## src/rtl/run_monitor.sv

```systemverilog
// Run-control monitor: counts run cycles until the end sentinel or a timeout.
// After the sentinel it drains the pipeline, then streams the register file out.
module run_monitor #(
  parameter int                DATA_W       = 32,
  parameter int                CNT_W        = 32,
  parameter int                TIMEOUT      = 100,
  parameter logic [DATA_W-1:0] END_INSTR    = {DATA_W{1'b0}},
  parameter int                DRAIN_CYCLES = 5,
  parameter int                NUM_REGS     = 32,
  parameter int                REG_AW       = 5
) (
  input  logic              clk,
  input  logic              rst,
  input  logic              instr_valid,
  input  logic [DATA_W-1:0] instr,
  output logic [REG_AW-1:0] rf_rd_addr,
  input  logic [DATA_W-1:0] rf_rd_data,
  output logic              dump_valid,
  input  logic              dump_ready,
  output logic [REG_AW-1:0] dump_idx,
  output logic [DATA_W-1:0] dump_data,
  output logic [CNT_W-1:0]  cycle_count,
  output logic              busy,
  output logic              done,
  output logic              timeout
);

  localparam int DW = (DRAIN_CYCLES > 32'sd1) ? $clog2(DRAIN_CYCLES) : 32'sd1;
  localparam logic [CNT_W-1:0]  TMO_VAL    = CNT_W'(TIMEOUT);
  localparam logic [CNT_W-1:0]  CNT_MAX    = {CNT_W{1'b1}};
  localparam logic [DW-1:0]     DRAIN_LAST = DW'((DRAIN_CYCLES > 32'sd0) ? (DRAIN_CYCLES - 32'sd1) : 32'sd0);
  localparam logic [REG_AW-1:0] LAST_IDX   = REG_AW'(NUM_REGS - 32'sd1);
  localparam bit                NO_DRAIN   = (DRAIN_CYCLES == 32'sd0);

  typedef enum logic [2:0] {
    S_RUN   = 3'd0,
    S_DRAIN = 3'd1,
    S_DUMP  = 3'd2,
    S_DONE  = 3'd3,
    S_TMO   = 3'd4
  } state_t;

  state_t            state_r;
  state_t            state_s;
  logic [CNT_W-1:0]  cnt_r;
  logic [DW-1:0]     drain_r;
  logic [REG_AW-1:0] idx_r;
  logic              end_det_s;
  logic              xfer_s;

  assign end_det_s = (state_r == S_RUN) && instr_valid && (instr == END_INSTR);
  assign xfer_s    = (state_r == S_DUMP) && dump_ready;

  // State register
  always_ff @(posedge clk) begin
    if (rst) begin
      state_r <= S_RUN;
    end else begin
      state_r <= state_s;
    end
  end

  // Next-state logic; an end detect outranks a timeout in the same cycle
  always_comb begin
    state_s = state_r;
    case (state_r)
      S_RUN: begin
        if (end_det_s) begin
          state_s = NO_DRAIN ? S_DUMP : S_DRAIN;
        end else if (cnt_r == TMO_VAL) begin
          state_s = S_TMO;
        end else begin
          state_s = S_RUN;
        end
      end
      S_DRAIN: begin
        if (drain_r == DRAIN_LAST) begin
          state_s = S_DUMP;
        end else begin
          state_s = S_DRAIN;
        end
      end
      S_DUMP: begin
        if (xfer_s && (idx_r == LAST_IDX)) begin
          state_s = S_DONE;
        end else begin
          state_s = S_DUMP;
        end
      end
      S_DONE:  state_s = S_DONE;
      S_TMO:   state_s = S_TMO;
      default: state_s = S_RUN;
    endcase
  end

  // Run-cycle, drain and dump-index counters
  always_ff @(posedge clk) begin
    if (rst) begin
      cnt_r   <= {CNT_W{1'b0}};
      drain_r <= {DW{1'b0}};
      idx_r   <= {REG_AW{1'b0}};
    end else begin
      // The sentinel cycle and the timeout cycle are not counted
      if ((state_r == S_RUN) && !end_det_s && (cnt_r != TMO_VAL) && (cnt_r != CNT_MAX)) begin
        cnt_r <= cnt_r + CNT_W'(1'b1);
      end
      if (state_r == S_DRAIN) begin
        drain_r <= (drain_r == DRAIN_LAST) ? {DW{1'b0}} : (drain_r + DW'(1'b1));
      end
      if (xfer_s && (idx_r != LAST_IDX)) begin
        idx_r <= idx_r + REG_AW'(1'b1);
      end
    end
  end

  // Output decode from registered state
  always_comb begin
    dump_valid = 1'b0;
    busy       = 1'b0;
    done       = 1'b0;
    timeout    = 1'b0;
    case (state_r)
      S_RUN:   busy = 1'b1;
      S_DRAIN: busy = 1'b1;
      S_DUMP: begin
        busy       = 1'b1;
        dump_valid = 1'b1;
      end
      S_DONE:  done    = 1'b1;
      S_TMO:   timeout = 1'b1;
      default: busy    = 1'b0;
    endcase
  end

  assign rf_rd_addr  = idx_r;
  assign dump_idx    = idx_r;
  assign dump_data   = rf_rd_data;
  assign cycle_count = cnt_r;

endmodule

```

## config.mk

```make
export PLATFORM = sky130hd
export DESIGN_NAME = run_monitor
export DESIGN_NICKNAME = d
export VERILOG_FILES = /design/src/rtl/run_monitor.sv
export SDC_FILE = /design/constraint.sdc
export NUM_CORES = 1
export LEC_CHECK = 0
export ABC_AREA = 1
export CORE_UTILIZATION = 50
export DETAILED_ROUTE_END_ITERATION = 8
export DONT_BUFFER_PORTS = 1
export PLACE_DENSITY_LB_ADDON = 0.3
export SLEW_MARGIN = 20
export SYNTH_ARGS = -nofsm -noshare
export SYNTH_HDL_FRONTEND = slang
export SYNTH_SLANG_ARGS = --single-unit
```

## constraint.sdc

```tcl
create_clock -name clk -period 1.6 [get_ports clk]
set_clock_uncertainty 0.1 [all_clocks]
set_input_delay 0.32 -clock clk [delete_from_list [all_inputs] [get_ports clk]]
set_output_delay 0.32 -clock clk [all_outputs]
set_load 0.1 [all_outputs]
```

== Word-level counts from Yosys, hierarchy flattened ==
Cells that the tools add are included.

* Latch bits: 0
* Memory bits (writable): 0
* Bits in read-only memories: 0
* Memories kept: 0
* Bits in registers: 43
* Input bits: 68
* Logic and storage cells: 39

* Muxes and demuxes: 10
* Add/sub/neg operators: 3
* Bitwise operators: 0
* Order comparisons: 0
* Reduce and logical (&&, ||, !) cells: 12
* Equal/unequal tests: 10
* Multipliers: 0
* Div/mod/pow operators: 0
* Shift-type cells: 0

{| class="wikitable"
|+ Operators with widths
! kind !! count
|-
| $add A32 B1 Y32 const B || 1
|-
| $eq A32 B7 Y1 const B || 1
|-
| $logic_not A32 Y1 || 1
|-
| $ne A32 B32 Y1 const B || 1
|-
| $ne A32 B7 Y1 const B || 1
|-
| $pmux W3 S5 || 1
|-
| $mux W3 || 3
|-
| $logic_and A1 B1 Y1 || 8
|-
| $eq A3 B2 Y1 const B || 2
|-
| $eq A3 B3 Y1 const B || 2
|-
| $add A5 B1 Y5 const B || 1
|-
| $eq A5 B5 Y1 const B || 1
|-
| $mux W1 || 5
|-
| $ne A5 B5 Y1 const B || 1
|-
| $add A3 B1 Y3 const B || 1
|-
| $eq A3 B1 Y1 const B || 1
|-
| $logic_not A3 Y1 || 1
|-
| $reduce_or A3 Y1 || 1
|-
| $mux W2 || 1
|-
| $logic_not A1 Y1 || 1
|}

== Longest topological paths before layout ==
* Depth in word-level cells: 7
* Mapped depth: 12

== Least setup slack after synthesis ==
No wires, ideal clock.

* Path kind: register to register
* Start: register state_r[1]
* End: register state_r[0]
* Stages on the path, launching flop included: 5
* Library setup time: 0.074 ns
* Arrival time: 2.877 ns
* Clock period less this slack: 3.052 ns
* Slack: -1.452 ns
* Required time: 1.426 ns
* Path through: dfxtp_1 > inv_1 > nor3_1 > nor3_1 > nor2_1

* Longest elaborated chain between the ends: 5

{| class="wikitable"
|+ Ends and longest elaborated chain
! what !! line !! text
|-
| from (decl) || 43 || <nowiki>state_t state_r;</nowiki>
|-
| from (signal assigned) || 59 || <nowiki>state_r <= state_s;</nowiki>
|-
| $eq A3 B2 Y1 or $logic_not A3 Y1 (tied branches) || 52, 66, 51 ||
|-
| $logic_and A1 B1 Y1 (on tied branches) || 52, 51 ||
|-
| $logic_and A1 B1 Y1 (on tied branches) || 84, 51 ||
|-
| $mux W1 or $mux W3 (tied branches) || 84, 68 ||
|-
| $pmux W3 S5 * || 66 || <nowiki>case (state_r)</nowiki>
|}

Mark *: on every way between the ends. The rest lies on a longest branch, timed or not.
A chain may end at the register's enable or synchronous reset.

== Worst setup path in the final report ==
* Start: register cnt_r[0] (netlist: cycle_count[0])
* End: register cnt_r[27] (netlist: cycle_count[27])

* Longest elaborated chain between the ends: 3

{| class="wikitable"
|+ Ends and longest elaborated chain
! what !! line !! text
|-
| from (decl) || 45 || <nowiki>logic [CNT_W-1:0] cnt_r;</nowiki>
|-
| from (signal assigned) || 99 || <nowiki>cnt_r <= {CNT_W{1'b0}};</nowiki>
|-
| from (signal assigned) || 105 || <nowiki>cnt_r <= cnt_r + CNT_W'(1'b1);</nowiki>
|-
| branches (longest 3 deep; another with $add A32 B1 Y32) || n/a ||
|}

Several ways; the timed one is not identified.

==> run_results.csv <==
group,metric,value,unit
power_and_ir_drop,combPwrFrac,8.9,%
detailed_routing,firstDrtPassIters,6,
cts,tritoncts,"built",
die,die-height,80.19,µm
worst_setup_path,criticalPathCategory,"reg -> reg",
worst_setup_path,crit_path_end,"cycle_count[27]",
detailed_routing,drtAntennaViolNets,0,
die,rows,28,
worst_setup_path,end_kind,"flip-flop",
cts,clk_latency,0.30,ns
detailed_routing,totalWireLength,9386,µm
power_and_ir_drop,power.clock.fraction,39.6,%
worst_setup_path,r2r_cells,11,
worst_setup_path,crit_path_top_delay_cell,"dfxtp_4",
timing,setup_viol,36,
grt,grt_overflow,0,
finish,multi_input_area,0.002126,mm²
synthesis,async_flop_share,0,%
cts,cts.clk_slew.worst_paths,0.09,ns
finish,final_net_count,631,
grt,antenna_found_initial,0,
power_and_ir_drop,power_leakage,1.984,nW
grt,grt_pass1_wl,13440,µm
worst_setup_path,critical_path.top_delay_family,"simple AND/OR/NAND/NOR gates",
worst_setup_path,r2r_start,"cycle_count[0]",
worst_setup_path,crit_fanout,5,
die,ioPinCount,146,
detailed_routing,drc,0,
cts,ctsLongestPathBuffers,2,
placed_design,hpwl,6265,µm
synthesis,synth_edf_count,0,
power_and_ir_drop,ir_worst_vdd,0.3361,mV
status,status,"complete, but fails checks",
worst_setup_path,cp_num_cells,11,
worst_setup_path,rrSetupSlack,-0.22,ns
synthesis,syn_inst,495,
power_and_ir_drop,internal_power,1.480,mW
cts,clock_sinks,43,
power_and_ir_drop,power,2.004,mW
worst_hold_path,hp-class,"in -> reg",
synthesis,syn-cell-area,0.003057,mm²
power_and_ir_drop,switching_power,0.5246,mW
timing,fmax,548.8,MHz
worst_setup_path,slowest_delay,0.39,ns
finish,antenna_cells,0,
worst_setup_path,crit_path_cell_trace,"ha_4 -> nand2_4 -> nor2_4 -> nand2_4 -> nor2_4 -> nand3_4 -> buf_12 -> nand2_2 -> nor2_2 -> a21oi_1 -> nor2_1",
synthesis,yosys_warnings,0,
cts,root_buffer,"clkbuf_8",
cts,numCtsBuffers,5,
finish,regArea,996.0,µm²
timing,timing.setup.tns,-5.310,ns
worst_setup_path,r2r_end,"cycle_count[27]",
synthesis,yosysSeqAreaShare,28.16,%
timing,post-route-period-util,113.9,%
placed_design,portBuffers,0,
synthesis,synthTopCellsByArea,"dfxtp_1 (28%), nor2_1 (14%), nand2_1 (13%)",
timing,period_minus_slack,1.822,ns
grt,grt.total_usage,26.47,%
detailed_routing,wl_per_cell,14.83,µm
timing,slew_headroom,62.37,%
finish,final.fill_count,406,
flow_run,maxCapViolCount,0,
power_and_ir_drop,pwr_density_cell,443.0,mW/mm²
timing,rsz0062_at_grt,"yes",
power_and_ir_drop,switching_share,26.17,%
worst_setup_path,cp.arrival,1.92,ns
finish,fin_util,76.42,%
detailed_routing,vias,3462,
worst_setup_path,crit_path_start,"cycle_count[0]",
synthesis,synth_cell_type_count,32,
finish,area_growth,48.01,%
die,dieArea,0.006430,mm²
status,violations,"negative setup slack",
timing,timing.final.max_slew_violations,0,
grt,grt_max_degree,31,
worst_setup_path,critPathBufInv,1,
timing,worstMarginPinSlew,0.5645,ns
synthesis,syn_nets,569,
synthesis,yosysTopAreaCell,"dfxtp_1",
finish,drive_above_1_share,49.46,%
detailed_routing,drt_iter0_drc,165,
detailed_routing,viasPerCell,5.469,
die,floorplan.initialDensity,51.63,%
die,core-area,0.005921,mm²
synthesis,yosysTopAreaCellShare,28.16,%
die,die_w,80.19,µm
worst_setup_path,cp.required,1.70,ns
worst_setup_path,start_kind,"flip-flop",
cts,htree_num_levels,2,
grt,grt_pass1_vias,3190,
placed_design,gp_congestion,0.8781,
power_and_ir_drop,seqPwrFrac,51.5,%
synthesis,synth-main-ff-cell,"dfxtp_1",
timing,hold_violations,0,
timing,layout_setup_ws,-0.2220,ns
synthesis,synth-seq-cells,43,
synthesis,syn_area_per_cell,6.175,µm²
per-layer routing:
metal	global-route usage, %	routed length [µm]
met1	28.52	3704
met2	50.00	4778
met3	5.000	575
met4	10.89	327
met5	0	0
logic make-up (layout without fill, tap and decap cells):
kind of cell             Yosys count  count (layout)  share of synthesized area (%)
AO/OA/AOI/OAI                     45              45                          7.614
XOR/XNOR                           2               2                         0.5732
adder cells (fa/ha/maj)            6               6                          2.456
buffers and inverters            102             165                          17.56
flip-flops                        43              43                          28.16
AND/OR/NAND/NOR                  297             297                          43.64
what timing repair did:
item / CTS / global route
pin swaps: 2 / 30
setup buffers: 1 / 7
hold buffers: 1 / 0
endpoints found under the setup margin: 37 / 42
hold endpoints to repair: 3 / 0
resized for setup: 13 / 46
cloned: 0 / 3
placed cells by master, fill, tap and decap left out, types with 15 or more instances in the layout:
| cell type | instances |
|---|---|
| dfxtp_4 | 34 |
| nand3_1 | 18 |
| buf_4 | 77 |
| inv_2 | 19 |
| nor2_2 | 15 |
| a21oi_2 | 21 |
| inv_1 | 32 |
| nand3_2 | 21 |
| nor2_1 | 94 |
| nand2_1 | 89 |
cell type report:
type	instances	share of cell area [%]
repair buffers	101	21.85
inverters	56	4.867
flip-flops and latches	43	22.01
multi-input cells	350	46.99
well taps	75	2.074
clock buffers	8	2.212
worst register-to-register path: stages (launching register included):
cell and delay, ns:
dfxtp_4 0.39, ha_4 0.15, nand2_4 0.05, nor2_4 0.12, nand2_4 0.07, nor2_4 0.15, nand3_4 0.14, buf_12 0.19
nand2_2 0.10, nor2_2 0.05, a21oi_1 0.14, nor2_1 0.06
per-stage QoR:
| stage | hold slack [ns] | area (µm²) | std cells | setup WS (ns) |
|---|---|---|---|---|
| after floorplan | 0.2819 | 3493 | 495 | -0.4917 |
| after global routing | 0.07003 | 4524 | 633 | -0.3077 |
| final | 0.06801 | 4524 | 633 | -0.2220 |
| after CTS | 0.06533 | 4184 | 623 | -0.1341 |
| after global placement | 0.2831 | 4010 | 613 | -0.1430 |
| after detailed placement | 0.2849 | 4010 | 613 | -0.1478 |
cells in the mapped netlist (2+ instances only):
cell type	number
o21ai_0	7
nor2_2	3
inv_2	10
nand4_1	10
nand3_1	37
a21oi_1	35
nand3_2	4
clkbuf_1	2
nor2_4	5
inv_1	45
nor3_1	10
buf_2	6
nand2_2	9
dfxtp_1	43
nand2_1	102
nor2_1	110
buf_4	37
ha_1	6
flip-flops by register name, indices dropped and copies added, names as in the netlist:
name	cells
cycle_count	32
dump_idx	5
drain_r	3
state_r	3
how the worst min path moves through the flow:
stage / cells after the start / slack [ns] / startpoint / end
after detailed placement: 1 / 0.28 / rst / cycle_count[16]
after CTS: 2 / 0.07 / rst / dump_idx[0]
after floorplan: 1 / 0.28 / rst / cycle_count[16]
final: 2 / 0.07 / rst / dump_idx[0]
after global routing: 2 / 0.07 / rst / dump_idx[0]
after global placement: 1 / 0.28 / rst / cycle_count[16]
power by group through the flow:
stage | logic (mW) | registers [mW] | clock network [mW]
after floorplan | 0.450 | 1.11 | 0
after global placement | 0.156 | 1.06 | 0
after detailed placement | 0.157 | 1.06 | 0
after CTS | 0.166 | 1.03 | 0.800
after global routing | 0.194 | 1.03 | 0.835
final | 0.178 | 1.03 | 0.794
Note: power is estimated with default switching activity, not from simulation.
